<file path="src/rtl/dmem_ctrl_pkg.sv">
// Shared definitions for the data-memory controller: MIPS load/store opcodes,
// FSM state encodings and request classification helpers.
package dmem_ctrl_pkg;

    localparam logic [5:0] op_lb  = 6'h20;
    localparam logic [5:0] op_lh  = 6'h21;
    localparam logic [5:0] op_lw  = 6'h23;
    localparam logic [5:0] op_lbu = 6'h24;
    localparam logic [5:0] op_lhu = 6'h25;
    localparam logic [5:0] op_sb  = 6'h28;
    localparam logic [5:0] op_sh  = 6'h29;
    localparam logic [5:0] op_sw  = 6'h2B;

    typedef enum logic [2:0] {
        ST_IDLE = 3'd0,
        ST_RD   = 3'd1,
        ST_CAP  = 3'd2,
        ST_WR   = 3'd3,
        ST_RESP = 3'd4
    } state_t;

    function automatic logic op_is_load(input logic [5:0] op);
        return (op == op_lb) || (op == op_lbu) || (op == op_lh) ||
               (op == op_lhu) || (op == op_lw);
    endfunction

    // Unknown opcodes are reported as errors just like misaligned accesses.
    function automatic logic req_is_err(input logic [5:0] op, input logic [1:0] off);
        logic err;
        case (op)
            op_lb, op_lbu, op_sb: err = 1'b0;
            op_lh, op_lhu, op_sh: err = off[0];
            op_lw, op_sw:         err = (off != 2'b00);
            default:              err = 1'b1;
        endcase
        return err;
    endfunction

endpackage

</file>
<file path="src/rtl/dmem_ctrl_lane_fmt.sv">
// Little-endian lane handling: formats sub-word loads and merges sub-word
// store data into a full memory word for read-modify-write.
module lane_fmt
    import dmem_ctrl_pkg::*;
(
    input  logic [5:0]  op,
    input  logic [1:0]  off,
    input  logic [31:0] word,
    input  logic [31:0] wdata,
    output logic [31:0] load_word,
    output logic [31:0] store_word
);

    logic [7:0]  sel_byte;
    logic [15:0] sel_half;

    always_comb begin
        sel_byte   = word[{off, 3'b000} +: 8];
        sel_half   = off[1] ? word[31:16] : word[15:0];
        load_word  = word;
        store_word = word;
        case (op)
            op_lb:  load_word = {{24{sel_byte[7]}}, sel_byte};
            op_lbu: load_word = {24'h0, sel_byte};
            op_lh:  load_word = {{16{sel_half[15]}}, sel_half};
            op_lhu: load_word = {16'h0, sel_half};
            op_sb:  store_word[{off, 3'b000} +: 8] = wdata[7:0];
            op_sh: begin
                if (off[1]) store_word[31:16] = wdata[15:0];
                else        store_word[15:0]  = wdata[15:0];
            end
            default: ;
        endcase
    end

endmodule

</file>
<file path="src/rtl/dmem_ctrl.sv">
// Serial load/store sequencer between the MEM stage and a word-only synchronous
// data memory; sub-word stores are done as read-modify-write.
module dmem_ctrl
    import dmem_ctrl_pkg::*;
#(
    parameter int ADDR_W = 10
) (
    input  logic              clk,
    input  logic              rst,
    input  logic              req_valid,
    input  logic [5:0]        req_op,
    input  logic [31:0]       req_addr,
    input  logic [31:0]       req_wdata,
    output logic              req_ready,
    output logic              stall,
    output logic              resp_valid,
    output logic [31:0]       resp_rdata,
    output logic              resp_err,
    output logic [ADDR_W-1:0] mem_addr,
    output logic              mem_rd,
    output logic              mem_wr,
    output logic [31:0]       mem_wdata,
    input  logic [31:0]       mem_rdata
);

    state_t            state, next_state;
    logic [5:0]        op_q;
    logic [ADDR_W+1:0] addr_q;
    logic [31:0]       wdata_q;
    logic [31:0]       load_word, store_word;
    logic              accept, acc_err;
    logic              unused_addr_bits;

    assign unused_addr_bits = &{1'b0, req_addr[31:ADDR_W+2]};
    assign accept  = req_valid & req_ready;
    assign acc_err = req_is_err(req_op, req_addr[1:0]);

    lane_fmt u_lane_fmt (
        .op         (op_q),
        .off        (addr_q[1:0]),
        .word       (mem_rdata),
        .wdata      (wdata_q),
        .load_word  (load_word),
        .store_word (store_word)
    );

    always_ff @(posedge clk) begin
        if (rst) state <= ST_IDLE;
        else     state <= next_state;
    end

    always_comb begin
        next_state = state;
        case (state)
            ST_IDLE: begin
                if (accept) begin
                    if (acc_err)               next_state = ST_RESP;
                    else if (req_op == op_sw)  next_state = ST_WR;
                    else                       next_state = ST_RD;
                end
            end
            ST_RD:   next_state = ST_CAP;
            ST_CAP:  next_state = op_is_load(op_q) ? ST_RESP : ST_WR;
            ST_WR:   next_state = ST_RESP;
            ST_RESP: next_state = ST_IDLE;
            default: next_state = ST_IDLE;
        endcase
    end

    // The memory read data is only valid in CAP, so both load extraction and
    // the store merge are captured on the edge that leaves CAP.
    always_ff @(posedge clk) begin
        if (rst) begin
            op_q       <= '0;
            addr_q     <= '0;
            wdata_q    <= '0;
            resp_rdata <= '0;
            resp_err   <= 1'b0;
        end else begin
            if (accept) begin
                op_q    <= req_op;
                addr_q  <= req_addr[ADDR_W+1:0];
                wdata_q <= req_wdata;
            end
            if (state == ST_CAP && !op_is_load(op_q))
                wdata_q <= store_word;
            if (next_state == ST_RESP) begin
                resp_err   <= (state == ST_IDLE) ? acc_err : 1'b0;
                resp_rdata <= (state == ST_CAP && op_is_load(op_q)) ? load_word : 32'h0;
            end
        end
    end

    always_comb begin
        req_ready  = (state == ST_IDLE) & ~rst;
        stall      = ~req_ready;
        resp_valid = (state == ST_RESP);
        mem_rd     = (state == ST_RD) & ~rst;
        mem_wr     = (state == ST_WR) & ~rst;
        mem_wdata  = (state == ST_WR) ? wdata_q : 32'h0;
        mem_addr   = (state == ST_IDLE) ? '0 : addr_q[ADDR_W+1:2];
    end

endmodule
</file>
<file path="config.mk">
export PLATFORM = sky130hd
export DESIGN_NAME = dmem_ctrl
export DESIGN_NICKNAME = d
export VERILOG_FILES = /design/src/rtl/dmem_ctrl_pkg.sv /design/src/rtl/dmem_ctrl_lane_fmt.sv /design/src/rtl/dmem_ctrl.sv
export SDC_FILE = /design/constraint.sdc
export NUM_CORES = 1
export LEC_CHECK = 0
export CORE_MARGIN = 2
export CORE_UTILIZATION = 40
export DETAILED_ROUTE_END_ITERATION = 8
export PLACE_DENSITY_LB_ADDON = 0.15
export SYNTH_ARGS = -nofsm -noshare
export SYNTH_HDL_FRONTEND = slang
export SYNTH_SLANG_ARGS = --single-unit
</file>
<file path="constraint.sdc">
create_clock -name clk -period 2.4 [get_ports clk]
set_clock_uncertainty 0.1 [all_clocks]
set_input_delay 0.36 -clock clk [delete_from_list [all_inputs] [get_ports clk]]
set_output_delay 0.36 -clock clk [all_outputs]
set_load 0.01 [all_outputs]
</file>
# [After elaboration in Yosys (flattened, before gate mapping)]
# Index checks and enable logic that the tools add are counted.
[word_totals] reg_bits=86 latch_bits=0 ramBits=0 rom_bits=0 in_bits=105 wordCells=70 memories=0
[op_classes] add_sub_neg=1 multipliers=0 div=0 order_cmp=0 n_eq_ne=21 n_shift=3 muxes=18 bitwise=6 n_reduce_logical=14
[op_table] op="32-bit 2-to-1 mux" count=4
[op_table] op="32-bit one-hot mux with 4 select lines" count=1
[op_table] op="6-bit equality test (second input constant)" count=15
[op_table] op="32-bit one-hot mux with 2 select lines" count=1
[op_table] op="16-bit 2-to-1 mux" count=3
[op_table] op="32-bit bitwise mux" count=1
[op_table] op="8-bit by 7-bit variable shift with 32-bit output (first input constant)" count=1
[op_table] op="32-bit by 6-bit indexed part select with 8-bit output" count=1
[op_table] op="8-bit by 7-bit indexed part select with 32-bit output" count=1
[op_table] op="3-bit one-hot mux with 4 select lines" count=1
[op_table] op="10-bit 2-to-1 mux" count=1
[op_table] op="3-bit 2-to-1 mux" count=3
[op_table] op="5-bit negator with 7-bit output" count=1
[op_table] op="3-bit by 2-bit equality test with 1-bit output (second input constant)" count=2
[op_table] op="3-bit equality test (second input constant)" count=2
[op_table] op="3-bit OR reduction" count=2
[op_table] op="1-bit bitwise AND" count=4
[op_table] op="1-bit logical OR" count=4
[op_table] op="2-bit nonzero test" count=2
[op_table] op="3-bit by 1-bit equality test with 1-bit output (second input constant)" count=1
[op_table] op="3-bit logical NOT" count=1
[op_table] op="3-bit != test (second input constant)" count=1
[op_table] op="1-bit one-hot mux with 3 select lines" count=1
[op_table] op="1-bit logical AND" count=2
[op_table] op="6 further kinds" count=7

# [Depth between registers and ports, before layout]
# Gate-level depths: netlist of run 1.
[logic_depth] ltp_word=9 mapped_depth=11 depth_no_buf=7

# [Hierarchy]
# From an unflattened synthesis of run 1, not the netlist that was laid out.
[hier_totals] cells_unflattened=639 hier_area_um2=5197.5
[modules_own_cells] mod="dmem_ctrl" n_inst=1 cells_per_inst=397 area_per_inst_um2=3708.6 seq_area_each_um2=1721.7
[modules_own_cells] mod="lane_fmt" n_inst=1 cells_per_inst=242 area_per_inst_um2=1488.9 seq_area_each_um2=0.0

# [Worst setup path after synthesis of run 1]
# Ideal clock, no wire load.
[synth_timing] path_kind="register -> register" from="reg addr_q[0]" to="reg wdata_q[16]" setup_ns=0.091 arrival_time_ns=2.139 t_required_ns=2.209 path_slack_ns=0.071 path_stages_with_launch=9 n_path_buf=1 period_less_slack_ns=2.329 path_cell_list="dfxtp_1 > clkbuf_1 > inv_1 > ha_1 > nor2b_1 > nand3b_1 > a21oi_1 > a221oi_1 > a311oi_1"
[synth_between] elab_chain_cells=5
[synth_lines] item="from (decl)" line_no="dmem_ctrl.sv:28" text="logic [ADDR_W+1:0] addr_q;"
[synth_lines] item="from (signal assigned)" line_no="dmem_ctrl.sv:82" text="addr_q <= req_addr[ADDR_W+1:0];"
[synth_lines] item="5-bit negator with 7-bit output *" line_no="dmem_ctrl_lane_fmt.sv:27" text="op_sb: store_word[{off, 3'b000} +: 8] = wdata[7:0];"
[synth_lines] item="8-bit by 7-bit indexed part select with 32-bit output / 8-bit by 7-bit variable shift with 32-bit output (equally long branches)" line_no="dmem_ctrl_lane_fmt.sv:27"
[synth_lines] item="32-bit bitwise mux *" line_no="dmem_ctrl_lane_fmt.sv:27"
[synth_lines] item="32-bit one-hot mux with 2 select lines *" line_no="dmem_ctrl_lane_fmt.sv:22" text="case (op)"
[synth_lines] item="32-bit 2-to-1 mux *" line_no="dmem_ctrl.sv:85" text="if (state == ST_CAP && !op_is_load(op_q))"
[synth_lines] item="to (signal assigned)" line_no="dmem_ctrl.sv:83" text="wdata_q <= req_wdata;"
[synth_lines] item="to (signal assigned)" line_no="dmem_ctrl.sv:86" text="wdata_q <= store_word;"
[synth_lines] item="to (decl)" line_no="dmem_ctrl.sv:29" text="logic [31:0] wdata_q;"
# Mark *: on every way between the ends. The rest lies on a longest branch, timed or not.
# A chain may end at the register's enable or synchronous reset.

# [Final worst setup path of run 1]
[layout_timing] from="reg state[1]" to="reg resp_rdata[13]"
[layout_between] elab_chain_cells=6
[layout_lines] item="from (decl)" line_no="dmem_ctrl.sv:26" text="state_t state, next_state;"
[layout_lines] item="from (signal assigned)" line_no="dmem_ctrl.sv:49" text="else state <= next_state;"
[layout_lines] item="3-bit logical NOT" line_no="dmem_ctrl.sv:54, dmem_ctrl.sv:95"
[layout_lines] item="1-bit bitwise AND" line_no="dmem_ctrl.sv:95" text="req_ready = (state == ST_IDLE) & ~rst;"
[layout_lines] item="1-bit bitwise AND" line_no="dmem_ctrl.sv:35" text="assign accept = req_valid & req_ready;"
[layout_lines] item="3-bit 2-to-1 mux" line_no="dmem_ctrl.sv:56" text="if (accept) begin"
[layout_lines] item="3-bit one-hot mux with 4 select lines" line_no="dmem_ctrl.sv:54" text="case (state)"
[layout_lines] item="3-bit equality test" line_no="dmem_ctrl.sv:87" text="if (next_state == ST_RESP) begin"
[layout_lines] item="to (signal assigned)" line_no="dmem_ctrl.sv:89" text="resp_rdata <= (state == ST_CAP && op_is_load(op_q)) ? load_word : 32'h0;"
[layout_lines] item="to (decl)" line_no="dmem_ctrl.sv:17" text="output logic [31:0] resp_rdata,"
# Several ways; a longest one is shown, not always the timed one.

==> results.ini, run 1 <==
[floorplan]
die_area_um2 = 12580
die_x_um = 112.2
io_pins = 185
rows = 39
start_util_pct = 40.98
die_h_um = 112.2
coreArea_um2 = 11420

[route]
drt-total-wl_um = 17030
wl_per_cell_um = 18.95
antenna_left = 0
route.detailed.drc = 0
firstDrtPassIters = 5
via_per_inst = 5.671
vias = 5098
drt_iter0_drc = 411

[sta]
max_slew_margin_pct = 56.39
fin_crit_ns = 2.328
tns_ns = 0
worst_pin_slew_ns = 0.6541
grt_setup_unrepaired = false
hold_viol_final = 0
post-route-period-util_pct = 96.98
setup_viol_count_final = 0
clock.fmax_mhz = 429.6
fin_ws_ns = 0.07247
final_max_slew_viol_count = 0
whs_ns = 0.3490

[yosys]
synth_area_per_cell_um2 = 8.013
synthFlopType = dfxtp_1
yosysTopAreaCellShare_pct = 36.79
synth.cell_area_um2 = 4679
synth_fp_nets = 694
synthTopCellsByArea = dfxtp_1, nand2_1, a21oi_1, and2_1, o2bb2ai_1
synth-edff-count = 0
ys_async_sr_fraction_pct = 0
synth_cells = 584
synth_cell_types = 54
synth-seq-cells = 86
synth_common_cells = nand2_1, dfxtp_1, a21oi_1
yosysSeqAreaShare_pct = 36.79
yosysMostFrequentCell = nand2_1
synth_top_cell_by_area = dfxtp_1
yosys_warnings = 0

[hold_path]
hold_depth = 2
hp-class = reg -> reg

[job]
drv_cap = 0

[placement]
gp_congestion = 0.9189
place_worst_setup_slack_ns = -0.02492
io_buffers = 164
hpwlAfterDp_um = 12840
placed_area_um2 = 6610

[global_routing]
grt_antenna_before_repair = 0
grt_pass1_vias = 4960
grt_max_degree = 62
track_usage_pct = 26.61
grt_overflow = 0
grt_pass1_wl_um = 26650

[power_and_ir_drop]
powerDensity_nw_per_um2 = 485.3
ir_drop_mv = 0.3184
leakage_nw = 2.409

[cts]
ctsHoldBuffers = 0
cts_tree = built
cts-root-buf = clkbuf_16
cts_buffers = 9
clock_latency_ns = 0.34
clkSlewWorstSetupHoldPaths_ns = 0.06
htree_num_levels = 3
cts.path.max_buffers = 2
clock_sinks = 86

[layout]
fill_cells = 1088
fin_util_pct = 60.37
diodes = 0
layout.nets = 861
drive_gt1_share_pct = 9.921
areaGrowthSynthToFinish_pct = 47.30
final_cell_area_um2 = 6893

[setup_path]
rr_worst_depth = 6
critPathRequiredTime_ns = 2.56
cp-end-kind = register
start_kind = register
cp.arrival_ns = 2.49
crit_fanout = 12
path_class = reg -> reg

[outcome]
status = finished, final reports clean

flip-flops by register name (all words and copies together), names as in the netlist:
| signal | count |
|---|---|
| resp_rdata | 32 |
| op_q | 6 |
| addr_q | 12 |
| wdata_q | 32 |
| resp_err | 1 |
| state | 3 |
cell usage in the layout, fill, tap and decap left out, types with 10 or more instances in the layout:
cell type / netlist / layout
a21oi_1: 57 / 57
and2_1: 36 / 36
buf_4: 0 / 35
clkdlybuf4s50_1: 0 / 163
dfxtp_1: 86 / 85
mux2i_1: 10 / 10
nand2_1: 109 / 109
nor2_1: 34 / 34
nor2b_1: 14 / 14
nor3_1: 12 / 12
o21ai_0: 21 / 21
o2bb2ai_1: 16 / 16
cells by family after synthesis:
kind of cell	share of synthesized area [%]
buf+inv	4.947
compound gates	26.42
flops	36.79
fa+ha+maj	1.337
simple gates	26.44
mux	4.064
final timing paths:
kind	start	to	slack (ns)
max	state[1]	resp_rdata[13]	0.07
min	addr_q[7]	addr_q[7]	0.35
max reg2reg	state[1]	resp_rdata[13]	0.07
min reg2reg	addr_q[7]	addr_q[7]	0.35
power breakdown:
group          internal, mW  leakage, nW  total (mW)  switching (mW)
Clock                 0.725        0.132        1.29           0.564
Sequential             1.48        0.699        1.52          0.0396
Combinational         0.264         1.58       0.537           0.273
Total                  2.47         2.41        3.34           0.878
per-stage QoR:
| step | power (mW) | instances |
|---|---|---|
| final | 3.345 | 899 |
| after detailed placement | 2.080 | 882 |
| after global placement | 2.068 | 882 |
| after global routing | 3.466 | 899 |
| after floorplan | 1.787 | 584 |
| after CTS | 3.358 | 898 |
area by class of cell:
| cell class | count | area [µm²] | area share (%) |
|---|---|---|---|
| inverter | 10 | 37.54 | 0.5446 |
| multi-input combinational | 442 | 2734 | 39.66 |
| clock buffer | 12 | 246.5 | 3.576 |
| clock inverter | 4 | 22.52 | 0.3267 |
| tap | 143 | 178.9 | 2.596 |
| sequential | 86 | 1723 | 25.00 |
| timing repair buffer | 202 | 1951 | 28.30 |
routing by layer:
layer	part of all wire, %	global-route usage, %	vias to the layer above
li1	-	-	2457
met3	8.0	4.536	18
met1	44	36.70	2382
met2	47	43.09	241
met4	1.3	7.642	0
met5	0	0	-
worst max-delay path: stages (launching register included):
cell       delay [ns]
dfxtp_1          0.40
or3b_1           0.46
a2111oi_4        0.43
buf_6            0.23
nand4_2          0.23
a21o_1           0.26
a21oi_1          0.13
repair_timing:
action / in CTS / in global routing
gates resized for setup: 1 / 2
setup endpoints to repair: 33 / 40
buffers inserted: 0 / 1
Note: power is estimated with default switching activity, not from simulation.
==> inputs of run 2 (changes only) <==
--- a/config.mk
+++ b/config.mk
@@ -6,7 +6,7 @@
 export NUM_CORES = 1
 export LEC_CHECK = 0
 export CORE_MARGIN = 2
-export CORE_UTILIZATION = 40
+export CORE_UTILIZATION = 44
 export DETAILED_ROUTE_END_ITERATION = 8
 export PLACE_DENSITY_LB_ADDON = 0.15
 export SYNTH_ARGS = -nofsm -noshare
==> constraint.sdc (replaced) <==
create_clock -name clk -period 2.2 [get_ports clk]
set_clock_uncertainty 0.1 [all_clocks]
set_input_delay 0.33 -clock clk [delete_from_list [all_inputs] [get_ports clk]]
set_output_delay 0.33 -clock clk [all_outputs]
set_load 0.01 [all_outputs]
==> run 2 against run 1 <==
Cell count increased by 2.2%. Setup slack got worse by 0.042 ns. Critical endpoint is now mem_rd. Non-clock buffer count increased by 27. Die area decreased by 8.8%. Combinational power increased by 18%.
==> results.ini, run 2 (same netlist as run 1, synthesis figures left out) <==
[outcome]
status = finished, final reports clean  ; unchanged

[sta]
worst_pin_slew_ns = 0.4808  ; was 0.6541 ns
grt_setup_unrepaired = true  ; was false
whs_ns = 0.3548  ; was 0.3490 ns
max_slew_margin_pct = 67.65  ; was 56.39%
fin_crit_ns = 2.170
setup_viol_count_final = 0  ; unchanged
tns_ns = 0  ; unchanged
hold_viol_final = 0  ; unchanged
post-route-period-util_pct = 98.62
final_max_slew_viol_count = 0  ; unchanged
clock.fmax_mhz = 460.9

[route]
drt_iter0_drc = 417  ; was 411
via_per_inst = 5.741  ; was 5.671
firstDrtPassIters = 5  ; unchanged
route.detailed.drc = 0  ; unchanged
wl_per_cell_um = 18.73  ; was 18.95 µm
drt-total-wl_um = 17210  ; was 17030 µm
antenna_left = 0  ; unchanged
vias = 5276  ; was 5098

[cts]
htree_num_levels = 3  ; unchanged
cts_buffers = 9  ; unchanged
cts-root-buf = clkbuf_8  ; was clkbuf_16
clkSlewWorstSetupHoldPaths_ns = 0.09  ; was 0.06 ns
clock_latency_ns = 0.37  ; was 0.34 ns
cts_tree = built  ; unchanged
cts.path.max_buffers = 2  ; unchanged
clock_sinks = 86  ; unchanged

[setup_path]
cp.depth = 4  ; was 6
path_class = reg -> out  ; was reg -> reg
start_kind = register  ; unchanged
cp.arrival_ns = 1.74  ; was 2.49 ns
cp-end-kind = output port  ; was register
cp_slowest_cell = clkdlybuf4s50_1  ; was or3b_1
crit_chain = buf_4, nand2b_1, nor3_1, clkdlybuf4s50_1  ; was or3b_1, a2111oi_4, buf_6, nand4_2, a21o_1, a21oi_1
slowest_delay_ns = 0.58  ; was 0.46 ns
critPathRequiredTime_ns = 1.77  ; was 2.56 ns
worst-path-buf-inv = 2  ; was 1
crit_fanout = 5  ; was 12
rr_worst_depth = 7  ; was 6
critical-path-top-delay-family = buffers and inverters  ; was compound AO/OA/AOI/OAI gates

[layout]
layout_commonest_cell = clkdlybuf4s50_1  ; unchanged
multi_input_area_um2 = 2848  ; was 2734 µm²
fin_util_pct = 69.07  ; was 60.37%
top_regs = resp_rdata: 32 flops, wdata_q: 32 flops, addr_q: 12 flops  ; unchanged
drive_gt1_share_pct = 19.80  ; was 9.921%
fill_cells = 857  ; was 1088
final_cell_area_um2 = 7131  ; was 6893 µm²
areaGrowthSynthToFinish_pct = 52.38  ; was 47.30%
diodes = 0  ; unchanged
final_cell_mix = clkdlybuf4s50_1, nand2_1, dfxtp_1, a21oi_1, buf_4  ; was clkdlybuf4s50_1, nand2_1, dfxtp_1, a21oi_1, and2_1
layout.nets = 888  ; was 861
seq_area_um2 = 1727  ; was 1723 µm²

[floorplan]
rows = 37  ; was 39
coreArea_um2 = 10320  ; was 11420 µm²
die_h_um = 107.1  ; was 112.2 µm
start_util_pct = 45.33  ; was 40.98%
die_area_um2 = 11480  ; was 12580 µm²
die_x_um = 107.1  ; was 112.2 µm
io_pins = 185  ; unchanged

[global_routing]
grt_overflow = 0  ; unchanged
track_usage_pct = 29.71  ; was 26.61%
grt_max_degree = 36  ; was 62
grt_pass1_vias = 5134  ; was 4960
grt_pass1_wl_um = 26650  ; unchanged
grt_antenna_before_repair = 0  ; unchanged

[power_and_ir_drop]
total_power_mw = 3.415  ; was 3.345 mW
leakage_nw = 2.781  ; was 2.409 nW
powerDensity_nw_per_um2 = 479.0  ; was 485.3 nW/µm²
ir_drop_mv = 0.3493  ; was 0.3184 mV

[placement]
gp_congestion = 0.9188  ; was 0.9189
placed_area_um2 = 6773  ; was 6610 µm²
io_buffers = 164  ; unchanged
hpwlAfterDp_um = 12660  ; was 12840 µm

[job]
drv_cap = 0  ; unchanged

[hold_path]
hp-class = reg -> reg  ; unchanged
hold_depth = 2  ; unchanged

## run 2: final cells by class
class / count / share of cell area (%)
Clock inverter: 5 / 0.8072
Timing Repair Buffer: 229 / 30.29
Multi-Input combinational cell: 442 / 39.94
Sequential cell: 86 / 24.21
Inverter: 10 / 0.5264
Tap cell: 136 / 2.386
Clock buffer: 11 / 1.842
## run 2: report_power, final
group          total (mW)  switching [mW]  internal, mW
Combinational       0.632           0.314         0.318
Sequential           1.65          0.0428          1.61
Clock                1.13           0.601         0.529
## run 2: path summary, 6_finish.rpt
path,start,end,slack (ns)
worst max-delay path,state[1],mem_rd,0.03
worst min register to register,addr_q[5],addr_q[5],0.35
worst min-delay path,addr_q[5],addr_q[5],0.35
worst max register to register,state[2],resp_err,0.05
## run 2: worst min-delay path: stages, from the launching register on
cell	delay (ns)
dfxtp_1	0.31
nand2_1	0.05
a21oi_1	0.05
## run 2: what timing repair did
action	4_1_cts	5_1_grt
buffers inserted	8	5
gates cloned	1	1
gates resized for setup	84	60
hold buffers	0	0
endpoints found under the setup margin	131	89
pin swaps	3	9
## run 2: per-stage QoR
step	cells	worst slack (ns)
global placement	889	-0.4064
CTS	914	-0.004509
finish	919	0.03043
floorplan	584	0.09204
global route	919	-0.01220
detailed placement	889	-0.5586
## run 2: routing by layer
| metal | vias to the layer above | global-route usage, % | wire length, µm |
|---|---|---|---|
| li1 | 2510 | - | - |
| met1 | 2464 | 40.39 | 7419 |
| met2 | 274 | 47.42 | 8015 |
| met3 | 28 | 4.985 | 1475 |
| met4 | 0 | 10.58 | 299 |
| met5 | - | 0 | 0 |
